## src/rtl/hub_pkg.sv

```systemverilog
// Shared definitions for the appliance control hub: command field codes,
// control bit positions, channel state encoding and Celsius->Fahrenheit
// display helper.
// Optional feature macro: HUB_PAUSE_EN (adds the PAUSE channel state).
package hub_pkg;

  localparam int unsigned TEMP_W = 7;  // displayed temperature width
  localparam int unsigned SP_W   = 5;  // stored setpoint width (max 31 C)

  localparam logic [1:0] FIELD_SETPOINT = 2'd0;
  localparam logic [1:0] FIELD_FAN      = 2'd1;
  localparam logic [1:0] FIELD_TIMER    = 2'd2;
  localparam logic [1:0] FIELD_CTRL     = 2'd3;

  localparam int unsigned CTRL_START = 0;
  localparam int unsigned CTRL_STOP  = 1;
`ifdef HUB_PAUSE_EN
  localparam int unsigned CTRL_PAUSE = 2;
`endif

  localparam int unsigned C2F_MUL = 9;
  localparam int unsigned C2F_DIV = 5;
  localparam int unsigned C2F_OFF = 32;

  typedef enum logic [1:0] {
    ST_IDLE  = 2'd0,
    ST_RUN   = 2'd1,
    ST_DONE  = 2'd2
`ifdef HUB_PAUSE_EN
    ,
    ST_PAUSE = 2'd3
`endif
  } ch_state_t;

  // F = C*9/5 + 32, truncated; 31 C -> 87 F fits the 7-bit display
  function automatic logic [TEMP_W-1:0] c_to_f(input logic [SP_W-1:0] c);
    logic [8:0] scaled;
    scaled = 9'(c) * 9'(C2F_MUL) / 9'(C2F_DIV) + 9'(C2F_OFF);
    return TEMP_W'(scaled);
  endfunction

endpackage

```

## src/rtl/hub_channel.sv

```systemverilog
// One appliance channel: setpoint/fan/timer registers, countdown FSM
// (IDLE/RUN/DONE, plus PAUSE when HUB_PAUSE_EN is defined) and the
// registered Celsius/Fahrenheit display.
// Ports: clk, rst (async, active-high); tick (shared prescaler strobe);
// cmd_en/cmd_field/cmd_data (command applied this cycle); temp_unit;
// temp_out, fan_out, remain_out, run_out, done_out (registered);
// start_fail_c (combinational: a start accepted now would find the
// channel idle with a zero timer at the apply edge).
module hub_channel
  import hub_pkg::*;
#(
  parameter int unsigned VAL_W    = 5,
  parameter int unsigned TEMP_MIN = 16,
  parameter int unsigned TEMP_MAX = 30
) (
  input  logic              clk,
  input  logic              rst,
  input  logic              tick,
  input  logic              cmd_en,
  input  logic [1:0]        cmd_field,
  input  logic [VAL_W-1:0]  cmd_data,
  input  logic              temp_unit,
  output logic [TEMP_W-1:0] temp_out,
  output logic [1:0]        fan_out,
  output logic [VAL_W-1:0]  remain_out,
  output logic              run_out,
  output logic              done_out,
  output logic              start_fail_c
);

  ch_state_t         state;
  logic [SP_W-1:0]   setpoint;
  logic [SP_W-1:0]   sp_clamp;
  logic              is_ctrl;
  logic              is_load;
  logic              do_stop;
  logic              do_start;
`ifdef HUB_PAUSE_EN
  logic              do_pause;
`endif

  assign is_ctrl  = cmd_en && (cmd_field == FIELD_CTRL);
  assign is_load  = cmd_en && (cmd_field == FIELD_TIMER);
  assign do_stop  = is_ctrl && cmd_data[CTRL_STOP];
  assign do_start = is_ctrl && cmd_data[CTRL_START] && !cmd_data[CTRL_STOP];
`ifdef HUB_PAUSE_EN
  assign do_pause = is_ctrl && cmd_data[CTRL_PAUSE] && !cmd_data[CTRL_STOP];
`endif

  // Commands are never applied in the accept cycle, so only a tick can move
  // the channel between accept and apply.
  assign start_fail_c = (((state == ST_IDLE) || (state == ST_DONE)) && (remain_out == '0)) ||
                        ((state == ST_RUN) && tick && (remain_out == VAL_W'(1)));

  // Setpoint write value clamped into the legal Celsius range
  always_comb begin
    sp_clamp = SP_W'(TEMP_MIN);
    if (cmd_data > VAL_W'(TEMP_MAX)) begin
      sp_clamp = SP_W'(TEMP_MAX);
    end else if (cmd_data >= VAL_W'(TEMP_MIN)) begin
      sp_clamp = SP_W'(cmd_data);
    end
  end

  // Channel registers and countdown FSM
  always_ff @(posedge clk or posedge rst) begin
    if (rst) begin
      state      <= ST_IDLE;
      setpoint   <= SP_W'(TEMP_MIN);
      fan_out    <= 2'd0;
      remain_out <= '0;
      run_out    <= 1'b0;
      done_out   <= 1'b0;
      temp_out   <= TEMP_W'(TEMP_MIN);
    end else begin
      done_out <= 1'b0;
      temp_out <= temp_unit ? c_to_f(setpoint) : TEMP_W'(setpoint);

      if (cmd_en && (cmd_field == FIELD_SETPOINT)) setpoint <= sp_clamp;
      if (cmd_en && (cmd_field == FIELD_FAN))      fan_out  <= cmd_data[1:0];
      if (is_load)                                 remain_out <= cmd_data;

      unique case (state)
        ST_IDLE: begin
          if (do_start && (remain_out != '0)) begin
            state   <= ST_RUN;
            run_out <= 1'b1;
          end
        end
        ST_RUN: begin
          if (do_stop || (is_load && (cmd_data == '0))) begin
            state   <= ST_IDLE;
            run_out <= 1'b0;
`ifdef HUB_PAUSE_EN
          end else if (do_pause) begin
            state   <= ST_PAUSE;
            run_out <= 1'b0;
`endif
          end else if (!cmd_en && tick) begin
            // any command to this channel pre-empts the decrement
            remain_out <= remain_out - VAL_W'(1);
            if (remain_out == VAL_W'(1)) begin
              state    <= ST_DONE;
              run_out  <= 1'b0;
              done_out <= 1'b1;
            end
          end
        end
        ST_DONE: begin
          state <= ST_IDLE;
        end
`ifdef HUB_PAUSE_EN
        ST_PAUSE: begin
          if (do_stop) begin
            state <= ST_IDLE;
          end else if (do_pause) begin
            if (remain_out != '0) begin
              state   <= ST_RUN;
              run_out <= 1'b1;
            end else begin
              state <= ST_IDLE;
            end
          end
        end
`endif
        default: begin
          state   <= ST_IDLE;
          run_out <= 1'b0;
        end
      endcase
    end
  end

endmodule

```

## src/rtl/appliance_ctrl_hub.sv

```systemverilog
// Multi-channel appliance control hub: valid/ready command port with a
// one-entry command buffer (accept, then apply next cycle), shared timer
// prescaler, command error reporting and N_DEV hub_channel instances.
// Optional feature macro: HUB_PAUSE_EN (pause/resume via control bit2).
// Ports: clk, rst (async, active-high); cmd_valid/cmd_ready handshake with
// cmd_dev/cmd_field/cmd_data; cmd_err pulse; temp_unit; packed per-channel
// temp_out, fan_out, remain_out, run_out, done_out.
module appliance_ctrl_hub
  import hub_pkg::*;
#(
  parameter int unsigned N_DEV    = 4,
  parameter int unsigned VAL_W    = 5,
  parameter int unsigned TEMP_MIN = 16,
  parameter int unsigned TEMP_MAX = 30,
  parameter int unsigned TICK_DIV = 1000
) (
  input  logic                      clk,
  input  logic                      rst,
  input  logic                      cmd_valid,
  output logic                      cmd_ready,
  input  logic [$clog2(N_DEV):0]    cmd_dev,
  input  logic [1:0]                cmd_field,
  input  logic [VAL_W-1:0]          cmd_data,
  output logic                      cmd_err,
  input  logic                      temp_unit,
  output logic [N_DEV*TEMP_W-1:0]   temp_out,
  output logic [N_DEV*2-1:0]        fan_out,
  output logic [N_DEV*VAL_W-1:0]    remain_out,
  output logic [N_DEV-1:0]          run_out,
  output logic [N_DEV-1:0]          done_out
);

  localparam int unsigned DEV_W = $clog2(N_DEV) + 1;
  localparam int unsigned DEV_N = 1 << DEV_W;
  localparam int unsigned CNT_W = $clog2(TICK_DIV);

  logic [DEV_W-1:0] buf_dev;
  logic [1:0]       buf_field;
  logic [VAL_W-1:0] buf_data;
  logic [CNT_W-1:0] presc;
  logic             tick;
  logic             accept;
  logic             dev_bad;
  logic             start_req;
  logic [N_DEV-1:0] chan_en;
  logic [N_DEV-1:0] start_fail_c;
  logic [DEV_N-1:0] fail_vec;

  assign accept    = cmd_valid && cmd_ready;
  assign dev_bad   = (cmd_dev >= DEV_W'(N_DEV));
  assign start_req = (cmd_field == FIELD_CTRL) && cmd_data[CTRL_START] && !cmd_data[CTRL_STOP];
  assign tick      = (presc == CNT_W'(TICK_DIV - 1));
  // padded so any cmd_dev value indexes it directly
  assign fail_vec  = DEV_N'(start_fail_c);

  // Command buffer; cmd_ready low marks the apply cycle
  always_ff @(posedge clk or posedge rst) begin
    if (rst) begin
      cmd_ready <= 1'b1;
      cmd_err   <= 1'b0;
      buf_dev   <= '0;
      buf_field <= 2'd0;
      buf_data  <= '0;
    end else begin
      // decided at accept so the pulse lands in the apply cycle
      cmd_err <= accept && (dev_bad || (start_req && fail_vec[cmd_dev]));
      if (accept) begin
        buf_dev   <= cmd_dev;
        buf_field <= cmd_field;
        buf_data  <= cmd_data;
        cmd_ready <= 1'b0;
      end else if (!cmd_ready) begin
        cmd_ready <= 1'b1;
      end
    end
  end

  // Free-running tick prescaler shared by all channels
  always_ff @(posedge clk or posedge rst) begin
    if (rst) begin
      presc <= '0;
    end else if (tick) begin
      presc <= '0;
    end else begin
      presc <= presc + CNT_W'(1);
    end
  end

  for (genvar i = 0; i < N_DEV; i++) begin : g_ch
    // out-of-range buffered indices match no channel
    assign chan_en[i] = !cmd_ready && (buf_dev == DEV_W'(i));

    hub_channel #(
      .VAL_W    (VAL_W),
      .TEMP_MIN (TEMP_MIN),
      .TEMP_MAX (TEMP_MAX)
    ) u_ch (
      .clk          (clk),
      .rst          (rst),
      .tick         (tick),
      .cmd_en       (chan_en[i]),
      .cmd_field    (buf_field),
      .cmd_data     (buf_data),
      .temp_unit    (temp_unit),
      .temp_out     (temp_out[i*TEMP_W +: TEMP_W]),
      .fan_out      (fan_out[i*2 +: 2]),
      .remain_out   (remain_out[i*VAL_W +: VAL_W]),
      .run_out      (run_out[i]),
      .done_out     (done_out[i]),
      .start_fail_c (start_fail_c[i])
    );
  end

endmodule

```

## config.mk

```make
export PLATFORM = sky130hd
export DESIGN_NAME = appliance_ctrl_hub
export DESIGN_NICKNAME = d
export VERILOG_FILES = /design/src/rtl/hub_pkg.sv /design/src/rtl/hub_channel.sv /design/src/rtl/appliance_ctrl_hub.sv
export SDC_FILE = /design/constraint.sdc
export NUM_CORES = 1
export LEC_CHECK = 0
export CAP_MARGIN = 20
export CORE_AREA = 4 4 132 147
export CTS_BUF_LIST = sky130_fd_sc_hd__clkbuf_4
export DETAILED_ROUTE_END_ITERATION = 10
export DIE_AREA = 0 0 136 151
export PLACE_DENSITY = 0.84
export SYNTH_ARGS = -nofsm -noshare
export SYNTH_HDL_FRONTEND = slang
export SYNTH_HIERARCHICAL = 1
export SYNTH_SLANG_ARGS = --single-unit
```

## constraint.sdc

```tcl
create_clock -name clk -period 5.35 [get_ports clk]
set_input_delay 1.07 -clock clk [delete_from_list [all_inputs] [get_ports clk]]
set_output_delay 1.07 -clock clk [all_outputs]
set_load 0.02 [all_outputs]
```

==> key figures <==
Status
  – Outcome: completed

Clock network
  – Root buffer cell: clkbuf_4
  – Clock Pin Slew Worst Setup and Hold Paths: 120 ps
  – CTS Sinks: 114
  – CTS tree: yes
  – CTS Buf Count: 17
  – Max Root-Sink Buffers: 2
  – Setup bufs post-CTS: 0
  – Post-CTS Hold Buffers: 0
  – Clk_lat worst skew: 550 ps
  – # H-tree levels: 4
  – CTS resizes: 0

Logic synthesis
  – Net Count, Synth: 1,295
  – #FFs+latches synth: 114
  – Seq/Total Area, Yosys: 27.1%
  – Top_reg_cell synth: dfrtp_1
  – Cells after Synth: 1,240
  – Yosys cell types: 105
  – Mean Syn Cell Area: 8.51 sq um
  – Async S/R FF share, synth: 100%
  – EDFF count, synth: 0
  – Post-Syn Area: 0.0106 sq mm
  – Synth Warn #: 6

Die
  – Chip height: 151 microns
  – Total die area: 0.0205 sq mm
  – Row count: 52
  – Die W: 136 microns
  – I/O pin cnt: 80
  – Initial Util: 58.6%
  – Core Area: 0.0180 sq mm

STA
  – TNS Setup: 0 ps
  – Slew HR: 38.0%
  – RSZ-0062 raised after global routing: no
  – Final Slew Violations: 0
  – Final Cycle Share: 90.6%
  – Min Tclk post-route: 4850 ps
  – Final setup fails: 0
  – Hold Vio Cnt, Final: 0
  – Fmax: 206 MHz
  – Worst Hold Slack: 499 ps
  – Skew final: 24.1 ps
  – Slew @ Worst Pin: 929 ps

Critical path
  – Worst Path Required: 5780 ps
  – CP Max Fanout: 14
  – Crit end category: register
  – Critical Path Source Type: register
  – Crit path arrival time: 5280 ps
  – Crit path kind: register to register

Detailed routing
  – Wl on met1: 11.4 mm
  – Vias/cell: 6.57
  – Initial drt markers: 902
  – DR top layer: met4
  – Post-route ant nets: 0
  – Routed via count: 10,087
  – DRT Wirelength: 27.6 mm
  – Drt pass-1 iters: 7
  – DR WL/cell: 18.0 microns
  – Met2 Routed Length: 13.8 mm
  – # DRC: 0
  – Met3 WL: 1.68 mm

Global route
  – Vias in the first global route: 9,458
  – Grt ovf: 0
  – Largest net degree at the start of global routing: 38
  – Gr usage total: 27.1%
  – First-pass GRT wire length: 45.8 mm
  – Initial antenna violation count: 2

Placement
  – DP Area: 0.0113 sq mm
  – PortBufs: 79
  – GPL Wtd Cong: 0.946
  – Placed Instances: 1,502
  – Dpl hpwl: 19.5 mm

Cells and area
  – # nets final: 1,333
  – Final non-filler cell total: 1,536
  – Layout cells sized above 1: 15.6%
  – Final Instance Area: 0.0116 sq mm
  – Final Util: 64.2%
  – P&R area growth vs syn: 9.70%

Run
  – Max Cap Viol: 0

Power
  – VDD IR max: 0.390 mV
  – Power per cell area: 603 mW/mm^2
  – Pleak: 0.00460 uW

Worst hold path
  – Hold crit path type: register to register
## cell usage after synthesis (9+ instances only)
master / n / area (sq um)
a311oi_1: 11 / 96.3
xnor2_1: 12 / 105
inv_1: 51 / 191
or3_1: 15 / 93.8
a21o_1: 12 / 90.1
nor4b_1: 9 / 78.8
nand2_1: 108 / 405
buf_4: 19 / 143
inv_2: 9 / 33.8
o211ai_1: 14 / 105
a211o_1: 12 / 105
nand4_1: 18 / 113
nor4_1: 23 / 144
mux2_2: 23 / 259
buf_6: 17 / 191
a22oi_1: 15 / 113
o22ai_1: 15 / 93.8
nor2_1: 100 / 375
a21oi_1: 64 / 320
ha_1: 37 / 463
buf_2: 36 / 180
nand3b_1: 21 / 158
clkbuf_1: 11 / 41.3
o21ai_0: 56 / 280
a211oi_1: 27 / 203
nor2b_1: 10 / 62.6
dfrtp_1: 105 / 2630
and3_1: 9 / 56.3
nand2b_1: 30 / 188
nor3_1: 38 / 190
nand3_1: 36 / 180
dfstp_2: 9 / 236
mux2i_1: 21 / 210
## layout make-up
type                    count  area [sq um]
repair buffers            108          1010
diodes                      2          5.00
multi-input cells         977          6890
clock buffers              17           128
inverters                  60           225
fillers                  1503          6440
clock inverters            15           156
well taps                 243           304
flip-flops and latches    114          2860
## power by group
group / internal (uW) / switching, uW / leakage, uW
combinational: 2120 / 2840 / 0.00301
clock: 279 / 371 / 0.000144
sequential: 1120 / 255 / 0.00145
total: 3520 / 3460 / 0.00460
## stage by stage
step	setup slack, ps	total power [uW]
floorplan	1300	5200
global placement	765	6130
detailed placement	614	6270
CTS	580	6940
global route	34.5	7540
finish	501	6990
## path summary, 6_finish.rpt
kind                                          start                         end  slack, ps  cells after the start
hold reg to reg               g_ch[0].u_ch/state[0]        g_ch[0].u_ch/run_out        500                      1
setup reg to reg           g_ch[2].u_ch/setpoint[1]    g_ch[2].u_ch/temp_out[0]        500                     16
setup / recovery           g_ch[2].u_ch/setpoint[1]    g_ch[2].u_ch/temp_out[0]        500                     16
min in group asynchronous                       rst                 buf_data[3]       1090                      2
hold / removal                g_ch[0].u_ch/state[0]        g_ch[0].u_ch/run_out        500                      1
max in group asynchronous                       rst  g_ch[1].u_ch/remain_out[3]       3640                      2
## cells in the final DEF (no fill, tap or decap), types with 17 or more instances in the layout
| cell | n |
|---|---|
| a21oi_1 | 64 |
| nand2b_1 | 30 |
| nand4_1 | 18 |
| nand3_1 | 36 |
| dfrtp_1 | 105 |
| nand2_1 | 108 |
| nor4_1 | 23 |
| nor3_1 | 38 |
| o21ai_0 | 56 |
| buf_4 | 29 |
| nor2_1 | 100 |
| mux2i_1 | 21 |
| a211oi_1 | 27 |
| mux2_2 | 23 |
| nand3b_1 | 21 |
| clkdlybuf4s50_1 | 79 |
| inv_1 | 51 |
| ha_1 | 37 |
| clkbuf_4 | 17 |
## critical path: stages, from the launching register on
cell and delay [ps]:
dfrtp_1 470, ha_1 330, ha_1 260, fa_1 760
nand3b_1 180, a21oi_1 90, nor4_1 550, a21boi_0 160
o21ai_0 390, o21ai_0 190, o32ai_1 400, ha_1 250
inv_1 60, o211ai_1 150, o211ai_1 110, nor4_1 260
a211oi_2 120
## cell families after synthesis
group                      count (synthesis)  share of synthesized area (%)
adders and majority gates                 43                           5.33
xor gates and xnor gates                  17                           1.41
buffers and inverters                    149                           7.61
and+or+nand+nor                          497                           26.4
muxes                                     45                           4.66
AOI/OAI and AO/OA                        375                           27.5
DFF                                      114                           27.1
## per-layer routing
layer | GRT usage, % | vias up
met5 | 0 | -
met4 | 10.5 | 0
met3 | 4.42 | 70
met2 | 45.6 | 418
met1 | 34.9 | 4856
li1 | - | 4743
## state kept, by name, summed over array words and instances, names as in the netlist
register,flops
g_ch.u_ch/run_out,4
g_ch.u_ch/setpoint,20
g_ch.u_ch/temp_out,28
cmd_err,1
buf_field,2
g_ch.u_ch/remain_out,20
g_ch.u_ch/fan_out,8
buf_dev,3
cmd_ready,1
g_ch.u_ch/state,8
buf_data,5
g_ch.u_ch/done_out,4
presc,10
Note: power is estimated with default switching activity, not from simulation.
